### config.mk
export PLATFORM = sky130hd
export DESIGN_NAME = rgmii_rx_seq
export DESIGN_NICKNAME = d
export VERILOG_FILES = /design/src/rtl/rgmii_pkg.sv /design/src/rtl/rgmii_rx_nibble_pack.sv /design/src/rtl/rgmii_rx_seq.sv
export SDC_FILE = /design/constraint.sdc
export NUM_CORES = 1
export LEC_CHECK = 0
export ABC_CLOCK_PERIOD_IN_PS = 4650
export BUFFER_PORTS_ARGS = -buffer_cell sky130_fd_sc_hd__clkbuf_2
export CAP_MARGIN = 20
export CORE_MARGIN = 5
export CORE_UTILIZATION = 39
export DETAILED_ROUTE_END_ITERATION = 12
export PLACE_DENSITY = 0.62
export SLEW_MARGIN = 0
export SYNTH_ARGS = -nofsm -noshare
export SYNTH_HDL_FRONTEND = slang
export SYNTH_HIERARCHICAL = 1
export SYNTH_SLANG_ARGS = --single-unit
### constraint.sdc
create_clock -name clk -period 4.65 [get_ports clk]
set_input_delay 0.2325 -clock clk [delete_from_list [all_inputs] [get_ports clk]]
set_output_delay 0.2325 -clock clk [all_outputs]
set_load 0.1 [all_outputs]
### src/rtl/rgmii_pkg.sv
// Shared definitions for the RGMII receive sequencer: FSM state encoding,
// Ethernet preamble/SFD bytes, byte-counter width and a saturating increment.
package rgmii_pkg;

  localparam int unsigned CNT_W = 11;

  localparam logic [7:0] ETH_PRE = 8'h55;
  localparam logic [7:0] ETH_SFD = 8'hD5;

  typedef enum logic [1:0] {
    ST_IDLE = 2'd0,
    ST_PRE  = 2'd1,
    ST_DATA = 2'd2,
    ST_DROP = 2'd3
  } rx_state_e;

  // Increment that sticks at the all-ones value.
  function automatic logic [CNT_W-1:0] sat_inc(input logic [CNT_W-1:0] v);
    return (v == {CNT_W{1'b1}}) ? v : v + CNT_W'(1);
  endfunction

endpackage

### src/rtl/rgmii_rx_nibble_pack.sv
// Byte-lane formation for the RGMII receive path.
// Gigabit: one byte per clk from {rxd_q2, rxd_q1}. 10/100: two consecutive
// rxd_q1 nibbles, low nibble first. All outputs are registered.
// Ports:
//   clk, rst_n          clock, async active-low reset
//   gmii_mode           1 = gigabit lanes, 0 = nibble assembly
//   rxd_q1/rxd_q2       rising/falling-edge data nibbles
//   ctl_q1/ctl_q2       rising/falling-edge RX_CTL
//   rx_byte, byte_v     assembled byte and its completion strobe
//   dv, er              data valid / receive error for the current clk
//   part                a lone low nibble was discarded when dv fell
module rgmii_rx_nibble_pack (
  input  logic       clk,
  input  logic       rst_n,
  input  logic       gmii_mode,
  input  logic [3:0] rxd_q1,
  input  logic [3:0] rxd_q2,
  input  logic       ctl_q1,
  input  logic       ctl_q2,
  output logic [7:0] rx_byte,
  output logic       byte_v,
  output logic       dv,
  output logic       er,
  output logic       part
);

  logic [3:0] lo_nib;
  logic       phase;

  // Lane formation; phase marks a pending low nibble in 10/100 mode.
  always_ff @(posedge clk or negedge rst_n) begin
    if (!rst_n) begin
      rx_byte <= '0;
      byte_v  <= 1'b0;
      dv      <= 1'b0;
      er      <= 1'b0;
      part    <= 1'b0;
      lo_nib  <= '0;
      phase   <= 1'b0;
    end else if (gmii_mode) begin
      rx_byte <= {rxd_q2, rxd_q1};
      byte_v  <= ctl_q1;
      dv      <= ctl_q1;
      er      <= ctl_q1 ^ ctl_q2;
      part    <= 1'b0;
      phase   <= 1'b0;
    end else begin
      dv     <= ctl_q1;
      er     <= ctl_q1 ^ ctl_q2;
      byte_v <= 1'b0;
      part   <= 1'b0;
      if (ctl_q1) begin
        if (phase) begin
          rx_byte <= {rxd_q1, lo_nib};
          byte_v  <= 1'b1;
          phase   <= 1'b0;
        end else begin
          lo_nib <= rxd_q1;
          phase  <= 1'b1;
        end
      end else begin
        part  <= phase;
        phase <= 1'b0;
      end
    end
  end

endmodule

### src/rtl/rgmii_rx_seq.sv
// RGMII receive sequencer: strips preamble/SFD, streams frame bytes with
// tlast on the final byte and tuser flagging errors, length overrun or a
// dangling nibble. Optional statistics under macro RGMII_RX_SEQ_STATS_EN.
// Ports:
//   clk, rst_n                   clock, async active-low reset
//   rxd_q1/rxd_q2, ctl_q1/ctl_q2 DDR-captured RGMII data and control
//   gmii_mode_i                  1 = gigabit, 0 = 10/100 (sampled in IDLE)
//   m_tdata_o/tvalid/tlast/tuser output byte stream (never stalls)
//   busy_o                       FSM is not IDLE
//   stat_good_o/stat_bad_o       (macro only) good / bad frame counters
module rgmii_rx_seq
  import rgmii_pkg::*;
#(
  parameter int unsigned MAX_LEN = 1522,
  parameter int unsigned MIN_PRE = 2
) (
  input  logic       clk,
  input  logic       rst_n,
  input  logic [3:0] rxd_q1,
  input  logic [3:0] rxd_q2,
  input  logic       ctl_q1,
  input  logic       ctl_q2,
  input  logic       gmii_mode_i,
  output logic [7:0] m_tdata_o,
  output logic       m_tvalid_o,
  output logic       m_tlast_o,
  output logic       m_tuser_o,
  output logic       busy_o
`ifdef RGMII_RX_SEQ_STATS_EN
  ,
  output logic [31:0] stat_good_o,
  output logic [31:0] stat_bad_o
`endif
);

  rx_state_e        state, state_d;
  logic [CNT_W-1:0] pre_cnt, pre_cnt_d;
  logic [CNT_W-1:0] byte_cnt, byte_cnt_d;
  logic [7:0]       hold, hold_d;
  logic             hold_v, hold_v_d;
  logic             err, err_d;
  logic             tl_pend, tl_pend_d;
  logic             mode_q, mode_d;
  logic [7:0]       tdata_d;
  logic             tvalid_d, tlast_d, tuser_d;
  logic             mode_c;

  logic [7:0] p_byte;
  logic       p_v, p_dv, p_er, p_part;

  // Lane mode follows the input only while idle, frozen for the frame.
  assign mode_c = (state == ST_IDLE) ? gmii_mode_i : mode_q;

  rgmii_rx_nibble_pack u_pack (
    .clk       (clk),
    .rst_n     (rst_n),
    .gmii_mode (mode_c),
    .rxd_q1    (rxd_q1),
    .rxd_q2    (rxd_q2),
    .ctl_q1    (ctl_q1),
    .ctl_q2    (ctl_q2),
    .rx_byte   (p_byte),
    .byte_v    (p_v),
    .dv        (p_dv),
    .er        (p_er),
    .part      (p_part)
  );

  // State and datapath registers.
  always_ff @(posedge clk or negedge rst_n) begin
    if (!rst_n) begin
      state      <= ST_IDLE;
      pre_cnt    <= '0;
      byte_cnt   <= '0;
      hold       <= '0;
      hold_v     <= 1'b0;
      err        <= 1'b0;
      tl_pend    <= 1'b0;
      mode_q     <= 1'b1;
      m_tdata_o  <= '0;
      m_tvalid_o <= 1'b0;
      m_tlast_o  <= 1'b0;
      m_tuser_o  <= 1'b0;
      busy_o     <= 1'b0;
    end else begin
      state      <= state_d;
      pre_cnt    <= pre_cnt_d;
      byte_cnt   <= byte_cnt_d;
      hold       <= hold_d;
      hold_v     <= hold_v_d;
      err        <= err_d;
      tl_pend    <= tl_pend_d;
      mode_q     <= mode_d;
      m_tdata_o  <= tdata_d;
      m_tvalid_o <= tvalid_d;
      m_tlast_o  <= tlast_d;
      m_tuser_o  <= tuser_d;
      busy_o     <= (state_d != ST_IDLE);
    end
  end

  // Next-state and output decode.
  always_comb begin
    state_d    = state;
    pre_cnt_d  = pre_cnt;
    byte_cnt_d = byte_cnt;
    hold_d     = hold;
    hold_v_d   = hold_v;
    err_d      = err;
    tl_pend_d  = tl_pend;
    mode_d     = mode_q;
    tdata_d    = m_tdata_o;
    tvalid_d   = 1'b0;
    tlast_d    = 1'b0;
    tuser_d    = 1'b0;

    unique case (state)
      ST_IDLE: begin
        mode_d = gmii_mode_i;
        // Deferred final byte: keeps 10/100 beats two clks apart.
        if (tl_pend) begin
          tvalid_d  = 1'b1;
          tdata_d   = hold;
          tlast_d   = 1'b1;
          tuser_d   = err;
          tl_pend_d = 1'b0;
          hold_v_d  = 1'b0;
        end
        if (p_dv && p_v) begin
          if (p_byte == ETH_PRE) begin
            state_d   = ST_PRE;
            pre_cnt_d = CNT_W'(1);
          end else begin
            state_d = ST_DROP;
          end
        end
      end

      ST_PRE: begin
        if (!p_dv) begin
          state_d = ST_IDLE;
        end else if (p_v) begin
          if (p_byte == ETH_PRE) begin
            pre_cnt_d = sat_inc(pre_cnt);
          end else if (p_byte == ETH_SFD && pre_cnt >= CNT_W'(MIN_PRE)) begin
            state_d    = ST_DATA;
            byte_cnt_d = '0;
            err_d      = 1'b0;
            hold_v_d   = 1'b0;
          end else begin
            state_d = ST_DROP;
          end
        end
      end

      ST_DATA: begin
        if (!p_dv) begin
          state_d = ST_IDLE;
          if (hold_v) begin
            if (!mode_q && m_tvalid_o) begin
              tl_pend_d = 1'b1;
              err_d     = err | p_part;
            end else begin
              tvalid_d = 1'b1;
              tdata_d  = hold;
              tlast_d  = 1'b1;
              tuser_d  = err | p_part;
              hold_v_d = 1'b0;
            end
          end
        end else begin
          if (p_er) begin
            err_d = 1'b1;
          end
          if (p_v) begin
            if (byte_cnt >= CNT_W'(MAX_LEN)) begin
              // Overrun: close the frame on the held byte, discard the rest.
              state_d  = ST_DROP;
              hold_v_d = 1'b0;
              if (hold_v) begin
                tvalid_d = 1'b1;
                tdata_d  = hold;
                tlast_d  = 1'b1;
                tuser_d  = 1'b1;
              end
            end else begin
              if (hold_v) begin
                tvalid_d = 1'b1;
                tdata_d  = hold;
              end
              hold_d     = p_byte;
              hold_v_d   = 1'b1;
              byte_cnt_d = sat_inc(byte_cnt);
            end
          end
        end
      end

      ST_DROP: begin
        if (!p_dv) begin
          state_d = ST_IDLE;
        end
      end

      default: state_d = ST_IDLE;
    endcase
  end

`ifdef RGMII_RX_SEQ_STATS_EN
  logic good_ev, bad_ev;

  assign good_ev = tvalid_d && tlast_d && !tuser_d;
  assign bad_ev  = (tvalid_d && tlast_d && tuser_d) ||
                   (state_d == ST_DROP && state != ST_DROP);

  // Frame statistics, wrapping modulo 2^32.
  always_ff @(posedge clk or negedge rst_n) begin
    if (!rst_n) begin
      stat_good_o <= '0;
      stat_bad_o  <= '0;
    end else begin
      if (good_ev) stat_good_o <= stat_good_o + 32'd1;
      if (bad_ev)  stat_bad_o  <= stat_bad_o + 32'd1;
    end
  end
`else
  // Statistics counters not built in this configuration.
`endif

endmodule

Word level (Yosys, flattened, before mapping)
Cells that the tools add are included.
{ "totals": {"reg_bits": 65, "inputBits": 13, "output_inout_bits": 12, "elab_cells": 161} }
{ "classes": {"add_sub_neg": 2, "order_cmp": 2, "n_eq_ne": 29, "mux": 82, "n_bitwise": 5, "n_reduce_logical": 21} }
{ "op_table": {"columns": ["operator", "n"], "rows": [
  ["2-to-1 mux 11 bit", 14],
  ["2-to-1 mux 8 bit", 9],
  ["one-hot mux 11 bit (2 select lines)", 2],
  ["2-to-1 mux 1 bit", 40],
  ["adder 11 x 1 -> 11 bit (second input constant)", 2],
  ["== test 11 bit (second input constant)", 2],
  ["inequality test 2 bit (second input constant)", 10],
  ["2-to-1 mux 2 bit", 9],
  ["one-hot mux 8 bit (2 select lines)", 1],
  ["AND reduction 7 bit", 2],
  ["inequality test 2 x 1 -> 1 bit (second input constant)", 6],
  ["inequality test 3 x 2 -> 1 bit (second input constant)", 4],
  ["nonzero test 2 bit", 6],
  [">= comparator 11 bit (second input constant)", 1],
  [">= comparator 11 x 2 -> 1 bit (second input constant)", 1],
  ["one-hot mux 1 bit (2 select lines)", 5],
  ["AND reduction 9 bit", 1],
  ["== test 8 x 7 -> 1 bit (second input constant)", 1],
  ["== test 8 bit (second input constant)", 1],
  ["one-hot mux 2 bit (4 select lines)", 1],
  ["AND reduction 4 bit", 2],
  ["AND reduction 8 bit", 1],
  ["inequality test 3 bit (second input constant)", 2],
  ["AND reduction 6 bit", 1],
  ["12 further kinds", 17]
]} }

Logic depth before layout (Yosys ltp)
Gate-level depths: netlist of run 1.
{ "logic_depth": {"ltp_word": 8, "mapped_depth": 8} }

Modules after synthesis
Netlist of run 1, hierarchy kept.
{ "modules_own_cells": {"columns": ["module", "instances", "cells_each", "area_per_inst_um2", "seq_area_each_um2"], "rows": [
  ["rgmii_rx_seq", 1, 244, 2496.1, 1202.4],
  ["rgmii_rx_nibble_pack", 1, 64, 750.7, 425.4]
]} }

Worst setup path before layout of run 1
Ideal clock, no wire load.
{ "synth_timing": {"path_type": "reg-to-reg", "start": "register m_tvalid_o", "end": "register m_tdata_o[0]", "setup_ns": 0.128, "arrival_time_ns": 2.084, "t_required_ns": 4.522, "slack_ns": 2.438, "path_stages_with_launch": 6, "period_less_slack_ns": 2.212, "path_cell_list": "dfrtp_1 nor3b_1 nand4b_1 and2_1 buf_2 mux2_1"} }
{ "synth_between": {"elab_chain_cells": 3} }
{ "synth_lines": {"columns": ["element", "line_no", "source"], "rows": [
  ["start, declared", "rgmii_rx_seq.sv:25", "output logic m_tvalid_o,"],
  ["start signal, assigned", "rgmii_rx_seq.sv:95", "m_tvalid_o <= tvalid_d;"],
  ["logical AND 1 bit", "rgmii_rx_seq.sv:160", "if (!mode_q && m_tvalid_o) begin"],
  ["inequality test 3 x 2 -> 1 bit (no line)", null, null],
  ["AND reduction 6 bit (no line)", null, null],
  ["end signal, assigned", "rgmii_rx_seq.sv:94", "m_tdata_o <= tdata_d;"],
  ["end, declared", "rgmii_rx_seq.sv:24", "output logic [7:0] m_tdata_o,"]
]} }
Every way passes these cells.
A chain may end at the register's enable or synchronous reset.

Worst setup path after layout of run 1
{ "layout_timing": {"start": "register byte_cnt[0]", "end": "register hold[5]"} }
{ "layout_between": {"elab_chain_cells": 3} }
{ "layout_lines": {"columns": ["element", "line_no", "source"], "rows": [
  ["start, declared", "rgmii_rx_seq.sv:38", "logic [CNT_W-1:0] byte_cnt, byte_cnt_d;"],
  ["start signal, assigned", "rgmii_rx_seq.sv:88", "byte_cnt <= byte_cnt_d;"],
  [">= comparator 11 bit", "rgmii_rx_seq.sv:176", "if (byte_cnt >= CNT_W'(MAX_LEN)) begin"],
  ["NOT 1 bit (no line)", null, null],
  ["AND reduction 4 bit (no line)", null, null],
  ["end signal, assigned", "rgmii_rx_seq.sv:89", "hold <= hold_d;"],
  ["end, declared", "rgmii_rx_seq.sv:39", "logic [7:0] hold, hold_d;"]
]} }
Every way passes these cells.

==> results_dict.tcl, run 1 <==
set metrics [dict create \
    setup.worst_path.end_class "flip-flop" \
    synth.lib_cells_used.distinct 57 \
    timing.final.crit_share 0.539 \
    seqPwrFrac 0.427 \
    cells_resized_by_post_cts_repair 0 \
    drc 0 \
    leakage_uw 0.00162 \
    grtUsageTotal 0.145 \
    holdBufCountCts 0 \
    num_rows 33 \
    worst_pin_slew_ns 0.986 \
    layout.filler_cells 791 \
    first_pass_grt_wire_length_um 11800 \
    clock-sinks 65 \
    clk_latency_ns 0.34 \
    power.net_switching_uw 708 \
    grt-ovfl-total 0 \
    floorplan.die.width_um 101 \
    synth.yosys.seq_area_share 0.501 \
    floorplan.die.height_um 101 \
    p_int_uw 1140 \
    first_global_vias 2417 \
    io-pin-count 25 \
    antenna_found_initial 0 \
    slew-limit-headroom 0.338 \
    worst_hold_path_type "in -> async" \
    drtAntennaViolNets 0 \
    tritoncts_clock_tree "done" \
    port_buffers 24 \
    synth_enable_flop_cells 0 \
    grt_setup_unrepaired "false" \
    post_synth_main_area_contributors "sky130_fd_sc_hd__dfrtp_1 (49%), sky130_fd_sc_hd__mux2_1 (3.5%), sky130_fd_sc_hd__mux2_4 (3.2%)" \
    wl_um 6830 \
    fin_tns_setup_ns 0 \
    finalSetupViolCount 0 \
    final_nets 344 \
    max_freq_ghz 0.399 \
    final_critical_path_setup_slack_ns 2.14 \
    floorplan.initialDensity 0.397 \
    clk_pin_slew_ns 0.07 \
    gp_routability_congestion 0.780 \
    ys.flop_type "sky130_fd_sc_hd__dfrtp_1" \
    fraction_of_layout_instances_using_a_drive_strength_above_1 0.178 \
    finalCriticalPeriod_ns 2.51 \
    cts_made_buffers 9 \
    wl_per_cell_um 15.7 \
    critical_path_class "reg -> reg" \
    clock-skew-final_ns 0.00867 \
    first_iter_violations 117 \
    antennaDiodeCount 0 \
    synth-async-reset-ratio 1.00 \
    detailedPlacementHpwl_um 4640 \
    area_enclosed_by_the_die_boundary_um2 10300 \
    critPathMaxFanout 16 \
    clockRootBuffer "sky130_fd_sc_hd__clkbuf_8" \
    syn_nets 325 \
    layout.core_utilization 0.444 \
    syn2layout_area_growth_pct 11.9 \
    setup.worst_path.start_class "flip-flop" \
    cap_violations 0 \
    clock_power_share 0.281 \
    max-vdd-ir-drop_uv 278 \
    postCtsSetupBuffers 0 \
    worst_path_largest_cell_delay_ns 0.47 \
    htreeDepth 3 \
    synth_largest_area_cell "sky130_fd_sc_hd__dfrtp_1" \
    post-synth-top-count-cell "sky130_fd_sc_hd__dfrtp_1" \
    switching_share 0.383 \
    fp.coreArea_um2 8180 \
    outcome "complete, no violations" \
    routed_via_density 5.52 \
    synthDominantCellAreaShare 0.493 \
    hold_viol 0 \
    post_synth_instance_area_um2 3250 \
    cp_cell_sequence "inv_1 -> ha_1 -> or4_1 -> a41o_1 -> a21oi_4 -> nand2_4 -> mux2_4" \
    num_vias 2406 \
    combPwrFrac 0.292 \
    timing_max_transition_violations_final 0 \
    slowest_stage "sky130_fd_sc_hd__or4_1" \
    ys_warn_count 6 \
    powerDensity_nw_per_um2 509 \
    post_synth_most_frequent_cells "sky130_fd_sc_hd__dfrtp_1 (64), sky130_fd_sc_hd__nand2_1 (24), sky130_fd_sc_hd__nand3_1 (19)" \
    cts.path.max_buffers 2 \
    ys_seq_elements 65 \
    hold_ws_ns 0.0598 \
    synthesis.instances 308 \
    dr.pass1.iters 4 \
    cp.arrival_ns 2.74 \
    pre_cts_ws_ns 2.14 \
    critical_path_required_ns 4.88 \
    pin_count_of_the_biggest_net_entering_global_routing 66 \
    postSynthAreaPerCell_um2 10.5 \
    power.total_uw 1850 \
]
-- power by group through the flow --
stage	Clock, µW	Combinational [µW]	Sequential (µW)
finish	520	539	789
global route	554	577	806
CTS	531	545	789
detailed placement	0	543	798
global placement	0	535	791
floorplan	0	230	993
-- kinds of logic (layout without fill, tap and decap cells) --
family	count (synthesis)	in the layout	synth area share
buf+inv	34	57	0.0447
xor+xnor	9	9	0.0243
simple gates	121	121	0.215
fa+ha+maj	4	4	0.0154
compound gates	54	54	0.118
mux	21	21	0.0809
flops	65	65	0.501
-- layout by cell type (no fill, tap or decap), types with 3 or more instances in the layout --
| cell type | netlist | layout |
|---|---|---|
| sky130_fd_sc_hd__clkbuf_2 | 0 | 23 |
| sky130_fd_sc_hd__nor4_1 | 10 | 10 |
| sky130_fd_sc_hd__dfrtp_1 | 64 | 64 |
| sky130_fd_sc_hd__a31oi_1 | 10 | 10 |
| sky130_fd_sc_hd__nor2b_1 | 3 | 3 |
| sky130_fd_sc_hd__mux2_4 | 7 | 7 |
| sky130_fd_sc_hd__mux2_2 | 4 | 4 |
| sky130_fd_sc_hd__nor2_1 | 14 | 14 |
| sky130_fd_sc_hd__a21oi_1 | 11 | 11 |
| sky130_fd_sc_hd__o311ai_0 | 8 | 8 |
| sky130_fd_sc_hd__inv_1 | 14 | 14 |
| sky130_fd_sc_hd__nand3_1 | 19 | 19 |
| sky130_fd_sc_hd__nor3_1 | 11 | 11 |
| sky130_fd_sc_hd__nand4b_1 | 10 | 10 |
| sky130_fd_sc_hd__mux2_1 | 10 | 10 |
| sky130_fd_sc_hd__nand2_1 | 24 | 24 |
| sky130_fd_sc_hd__xnor2_1 | 8 | 8 |
| sky130_fd_sc_hd__clkbuf_8 | 0 | 9 |
| sky130_fd_sc_hd__ha_1 | 4 | 4 |
| sky130_fd_sc_hd__and3_1 | 5 | 5 |
| sky130_fd_sc_hd__o21ai_1 | 3 | 3 |
| sky130_fd_sc_hd__a21o_1 | 6 | 6 |
| sky130_fd_sc_hd__nand4_1 | 6 | 6 |
| sky130_fd_sc_hd__inv_2 | 3 | 3 |
-- metal layers --
metal / vias up / part of all wire / wire length, µm / track usage
li1: 1166 / - / - / -
met1: 1188 / 0.49 / 3360 / 0.201
met2: 46 / 0.45 / 3090 / 0.215
met3: 6 / 0.041 / 282 / 0.0379
met4: 0 / 0.014 / 93 / 0.0593
met5: - / 0 / 0 / 0
-- final timing paths --
| kind | start | end | slack, ns | depth (start not counted) |
|---|---|---|---|---|
| max | byte_cnt[0] | hold[5] | 2.14 | 7 |
| min | rst_n | m_tdata_o[4] | 0.06 | 2 |
| max reg2reg | byte_cnt[0] | hold[5] | 2.14 | 7 |
| min reg2reg | m_tdata_o[6] | m_tdata_o[6] | 0.50 | 1 |
| max in group asynchronous | rst_n | pre_cnt[3] | 4.07 | 2 |
| min in group clk | ctl_q2 | u_pack/er | 0.07 | 2 |
-- critical path, delay by kind of cell, from the launching register on --
kind,cells,cell delay (ns)
AOI/OAI and AO/OA,2,0.72
buffers and inverters,1,0.07
and+or+nand+nor,2,0.66
DFF,1,0.41
adders and majority gates,1,0.19
muxes,1,0.36
-- sequential cells by signal, summed over array words and instances, names as in the netlist, 2 cells and up --
register        cells
byte_cnt           11
hold                8
m_tdata_o           8
pre_cnt            11
state               2
u_pack/lo_nib       4
u_pack/rx_byte      8
-- final cells by class --
class                   count  area (µm²)  share of cell area
repair buffers             25         128              0.0351
multi-input cells         209        1470               0.406
clock buffers              10         128              0.0351
flip-flops and latches     65        1630               0.448
inverters                  17        63.8              0.0176
well taps                 105         131              0.0362
clock inverters             5        81.3              0.0224
-- through the flow --
step | area (µm²) | std cells
finish | 3630 | 436
global route | 3630 | 436
CTS | 3630 | 436
detailed placement | 3420 | 421
global placement | 3420 | 421
floorplan | 3250 | 308
No activity file was read; power rests on OpenSTA's default activity.
==> run 2: changes to the inputs <==
Settings changed: ABC_CLOCK_PERIOD_IN_PS 4650 to 2000, PLACE_DENSITY 0.62 to 0.64.
Clock period 4.65 ns to 2 ns, I/O delays scaled along.
==> run 2 against run 1 <==
Effect of this change:
- the run now ends with negative setup slack left
- highest routed layer unchanged
- critical endpoint is now byte_cnt[6]
- sequential share of layout area is 5.2 points lower
- non-clock buffer count is 32 higher
- critical path depth stayed put
- routed wire length is 7.4% higher
==> results_dict.tcl, run 2 (synthesized netlist as in run 1, its figures left out) <==
set metrics [dict create \
    fin_tns_setup_ns -0.233 \
    num_vias 2556 \
    fraction_of_layout_instances_using_a_drive_strength_above_1 0.288 \
    detailedPlacementHpwl_um 5050 \
    violations "negative setup slack" \
    slowest_stage "sky130_fd_sc_hd__or4_4" \
    final_common_cell "sky130_fd_sc_hd__dfrtp_1" \
    clock-sinks 65 \
    reg2regPathDepth 7 \
    grtUsageTotal 0.148 \
    antennaDiodeCount 0 \
    layout.cells.most_common_list "sky130_fd_sc_hd__dfrtp_1 (63), sky130_fd_sc_hd__buf_4 (25), sky130_fd_sc_hd__nand2_1 (24), sky130_fd_sc_hd__clkbuf_2 (24), sky130_fd_sc_hd__nand3_1 (19)" \
    floorplan.die.height_um 101 \
    worst_pin_slew_ns 0.636 \
    rrSetupSlack_ns -0.08 \
    syn2layout_area_growth_pct 26.8 \
    timing_max_transition_violations_final 0 \
    layout.area.seq_um2 1630 \
    antenna_found_initial 0 \
    clk_latency_ns 0.35 \
    finalCriticalPeriod_ns 2.08 \
    floorplan.die.width_um 101 \
    timing.final.crit_share 1.04 \
    hold_viol 0 \
    setup.worst_path.start_class "flip-flop" \
    num_rows 33 \
    first_iter_violations 157 \
    gp_routability_congestion 0.833 \
    cts.path.max_buffers 2 \
    slew-limit-headroom 0.576 \
    drc 0 \
    cap_violations 0 \
    htreeDepth 3 \
    max_freq_ghz 0.481 \
    hold_path_endpoint "u_pack/rx_byte[4]" \
    cp.arrival_ns 2.29 \
    area_enclosed_by_the_die_boundary_um2 10300 \
    area_of_the_multi_input_gates_um2 1620 \
    critical_path_class "reg -> reg" \
    worst_setup_path_startpoint "byte_cnt[1]" \
    clockRootBuffer "sky130_fd_sc_hd__clkbuf_8" \
    port_buffers 24 \
    clk_pin_slew_ns 0.07 \
    leakage_uw 0.00182 \
    hold_path_cell_cnt 3 \
    reg.largest.list "byte_cnt x11, pre_cnt x11" \
    worst_path_largest_cell_delay_ns 0.41 \
    outcome "complete, but fails checks" \
    fp.coreArea_um2 8180 \
    finalSetupViolCount 9 \
    routed_via_density 5.45 \
    wl_um 7330 \
    power.total_uw 4770 \
    wl_per_cell_um 15.6 \
    first_global_vias 2478 \
    setup.worst_path.end_class "flip-flop" \
    critical_path_required_ns 2.21 \
    floorplan.initialDensity 0.397 \
    timing.hold.worst.start "rxd_q2[0]" \
    final_critical_path_setup_slack_ns -0.0769 \
    rr_startpoint "byte_cnt[1]" \
    grt_setup_unrepaired "true" \
    max-vdd-ir-drop_uv 458 \
    cts_made_buffers 9 \
    first_pass_grt_wire_length_um 12100 \
    drtAntennaViolNets 0 \
    worst_hold_path_type "in -> reg" \
    grt-ovfl-total 0 \
    layout.filler_cells 726 \
    dr.pass1.iters 4 \
    final_nets 376 \
    cp_cell_sequence "ha_2 -> or4_4 -> a41o_4 -> buf_6 -> a21o_4 -> o311ai_4 -> nand3_1" \
    io-pin-count 25 \
    tritoncts_clock_tree "done" \
    critPathMaxFanout 5 \
    worst_r2r_endpoint "byte_cnt[6]" \
    pin_count_of_the_biggest_net_entering_global_routing 28 \
    clock-skew-final_ns 0.0154 \
    powerDensity_nw_per_um2 1160 \
]
## run 2: changes by cell type in the layout (fill, tap and decap cells not counted), sizes merged
cell | before | now
bufinv | 2 | 4
inv | 17 | 20
dlygate4sd3 | 0 | 3
clkinv | 2 | 0
buf | 2 | 30
clkinvlp | 1 | 0
## run 2: power by group
part | switching [µW] | internal, µW | leakage (µW) | total [µW]
clock | 537 | 967 | 0.000135 | 1500
combinational | 988 | 486 | 0.000852 | 1470
sequential | 194 | 1600 | 0.000837 | 1790
total | 1720 | 3050 | 0.00182 | 4770
## run 2: worst max-delay path by stage
stage | to | cells after the start
after global placement | byte_cnt[9] | 7
after floorplan | hold[0] | 6
after detailed placement | byte_cnt[7] | 7
after CTS | byte_cnt[6] | 7
final | byte_cnt[6] | 7
after global routing | byte_cnt[6] | 8
## run 2: timing repair
item,4_1_cts,5_1_grt
setup buffers,3,3
hold buffers,3,0
gates resized for setup,3,23
pin swaps,3,7
cloned,0,0
setup endpoints to repair,17,26
endpoints found under the hold margin,23,0
## run 2: layer usage
| layer | vias to the layer above | global-route usage | share of wire |
|---|---|---|---|
| met5 | - | 0 | 0 |
| met4 | 0 | 0.0624 | 0.014 |
| met3 | 11 | 0.0269 | 0.036 |
| met2 | 53 | 0.237 | 0.49 |
| met1 | 1260 | 0.197 | 0.46 |
| li1 | 1232 | - | - |
## run 2: cell type report
cell class,count,area share
Inverter,17,0.0155
Clock buffer,9,0.0301
Timing Repair Buffer,57,0.0988
Tap cell,105,0.0319
Sequential cell,65,0.396
Multi-Input combinational cell,209,0.392
Clock inverter,7,0.0356
## run 2: through the flow
stage | hold WS [ns] | instances | area, µm² | setup slack, ns | utilization
floorplan | -0.196 | 308 | 3260 | -0.0206 | -
global placement | 0.143 | 444 | 3610 | 0.0126 | 0.442
detailed placement | 0.148 | 444 | 3610 | -0.0712 | 0.442
CTS | 0.00400 | 466 | 3950 | -0.0416 | 0.483
global route | 0.0358 | 469 | 4120 | -0.127 | 0.504
finish | 0.0150 | 469 | 4120 | -0.0769 | 0.504
## run 2: worst max-delay path, delay by kind of cell (launching register included)
| family | cells | cell delay [ns] |
|---|---|---|
| compound gates | 3 | 0.75 |
| fa+ha+maj | 1 | 0.17 |
| flops | 1 | 0.40 |
| simple gates | 2 | 0.51 |
| buf+inv | 1 | 0.12 |
==> run 3: changes to the inputs <==
--- a/config.mk
+++ b/config.mk
@@ -13,4 +13,3 @@
 export DETAILED_ROUTE_END_ITERATION = 12
-export PLACE_DENSITY = 0.64
-export SLEW_MARGIN = 0
+export SLEW_MARGIN = 5
 export SYNTH_ARGS = -nofsm -noshare
==> constraint.sdc (replaced) <==
create_clock -name clk -period 2 [get_ports clk]
set_input_delay 0.3 -clock clk [delete_from_list [all_inputs] [get_ports clk]]
set_output_delay 0.3 -clock clk [all_outputs]
set_load 0.1 [all_outputs]
==> run 3 against run 2 <==
Effect of this change:
- the run now ends clean
- sequential cell count did not move
- cell area fell by 3.4%
- die area did not move
- clock power fell by 15%
- final cell count fell by 0.64%
- first-iteration DRC count fell by 21%
- sequential power barely moved
- global-route usage rose by 0.32 points
- register-to-register slack improved by 0.08 ns
==> results_dict.tcl, run 3 (synthesized netlist as in run 1, its figures left out) <==
set metrics [dict create \
    clock_power_share 0.283 \
    clockRootBuffer "sky130_fd_sc_hd__clkbuf_8" \
    setup.worst_path.start_class "flip-flop" \
    num_rows 33 \
    fraction_of_layout_instances_using_a_drive_strength_above_1 0.283 \
    dr.pass1.iters 4 \
    clk_latency_ns 0.36 \
    reg.largest.list "byte_cnt x11, pre_cnt x11" \
    outcome "complete, no violations" \
    wl_um 7140 \
    cts_made_buffers 9 \
    seqPwrFrac 0.392 \
    cap_violations 0 \
    layout.filler_cells 781 \
    grtUsageTotal 0.151 \
    final_nets 373 \
    pin_count_of_the_biggest_net_entering_global_routing 46 \
    area_enclosed_by_the_die_boundary_um2 10300 \
    clk_pin_slew_ns 0.08 \
    dpl_cell_area_um2 3620 \
    drtAntennaViolNets 0 \
    finalSetupViolCount 0 \
    layout.cells.most_common_list "sky130_fd_sc_hd__dfrtp_1 (63), sky130_fd_sc_hd__buf_4 (25), sky130_fd_sc_hd__nand2_1 (24), sky130_fd_sc_hd__clkbuf_2 (23), sky130_fd_sc_hd__nand3_1 (19)" \
    timing_max_transition_violations_final 0 \
    critical_path_class "reg -> reg" \
    critPathMaxFanout 5 \
    pre_cts_ws_ns -0.0617 \
    drc 0 \
    max_freq_ghz 0.502 \
    powerDensity_nw_per_um2 1140 \
    wl_per_cell_um 15.3 \
    htreeDepth 3 \
    finalCriticalPeriod_ns 1.99 \
    floorplan.die.width_um 101 \
    slew-limit-headroom 0.633 \
    floorplan.initialDensity 0.397 \
    clock-sinks 65 \
    floorplan.die.height_um 101 \
    grt-ovfl-total 0 \
    area_of_the_multi_input_gates_um2 1560 \
    cts.path.max_buffers 2 \
    antenna_found_initial 0 \
    clock-skew-final_ns 0.0143 \
    num_vias 2439 \
    timing.final.crit_share 0.997 \
    first_pass_grt_wire_length_um 12200 \
    p_int_uw 2800 \
    hold_viol 0 \
    port_buffers 24 \
    final_cell_area_um2 3980 \
    switching_share 0.381 \
    io-pin-count 25 \
    final_critical_path_setup_slack_ns 0.00623 \
    worst_pin_slew_ns 0.553 \
    syn2layout_area_growth_pct 22.5 \
    gp_routability_congestion 0.849 \
    detailedPlacementHpwl_um 4980 \
    layout.core_utilization 0.486 \
    routed_via_density 5.23 \
    fin_tns_setup_ns 0 \
    first_global_vias 2477 \
    first_iter_violations 124 \
    critical_path_required_ns 2.24 \
    setup.worst_path.end_class "flip-flop" \
    leakage_uw 0.00178 \
    layout.area.seq_um2 1630 \
    max-vdd-ir-drop_uv 478 \
    worst_hold_path_type "in -> reg" \
    combPwrFrac 0.325 \
    fp.coreArea_um2 8180 \
    antennaDiodeCount 0 \
    final_common_cell "sky130_fd_sc_hd__dfrtp_1" \
    tritoncts_clock_tree "done" \
    cp.arrival_ns 2.24 \
    grt_setup_unrepaired "true" \
    power.net_switching_uw 1720 \
    power.total_uw 4520 \
]
## run 3: cell type report
class                      instances  share of cell area
clock buffer                       9              0.0312
clock inverter                     7              0.0258
inverter                          17              0.0160
multi-input combinational        210               0.393
sequential                        65               0.410
tap                              105              0.0330
timing repair buffer              53              0.0916
## run 3: metrics by stage
step                      cells  hold slack [ns]
after global routing        466            0.109
after global placement      445            0.298
final                       466            0.123
after floorplan             308          0.00441
after detailed placement    445            0.303
after CTS                   465            0.111
## run 3: critical path, cell delays in order (launching register included)
cell	delay, ns
sky130_fd_sc_hd__dfrtp_1	0.41
sky130_fd_sc_hd__ha_2	0.17
sky130_fd_sc_hd__or4_4	0.41
sky130_fd_sc_hd__a41o_4	0.24
sky130_fd_sc_hd__a21oi_4	0.21
sky130_fd_sc_hd__nand2_4	0.13
sky130_fd_sc_hd__mux2_4	0.31
## run 3: final timing paths
kind	from	depth (start not counted)	endpoint	slack (ns)
setup / recovery	byte_cnt[1]	6	hold[3]	0.006
hold / removal	ctl_q2	2	u_pack/er	0.12
setup reg to reg	byte_cnt[1]	6	hold[3]	0.006
hold reg to reg	hold[7]	1	m_tdata_o[7]	0.48
max in group asynchronous	rst_n	3	mode_q	0.89
min in group asynchronous	rst_n	2	m_tdata_o[6]	0.43
## run 3: power by group through the flow
stage / combinational [µW] / clock, µW / sequential, µW
after global placement: 1410 / 0 / 1790
after floorplan: 539 / 0 / 2310
after global routing: 1580 / 1370 / 1810
after CTS: 1450 / 1320 / 1770
after detailed placement: 1430 / 0 / 1790
final: 1470 / 1280 / 1770
## run 3: routing by layer
metal	track usage	part of all wire
met5	0	0
met4	0.0532	0.017
met3	0.0448	0.031
met2	0.231	0.47
met1	0.205	0.49
## run 3: what timing repair did
item	CTS	global route
setup endpoints to repair	15	24
cloned	1	0
hold buffers	1	0
setup buffers	2	1
hold endpoints to repair	20	0
gates resized for setup	2	14
pin swaps	3	2
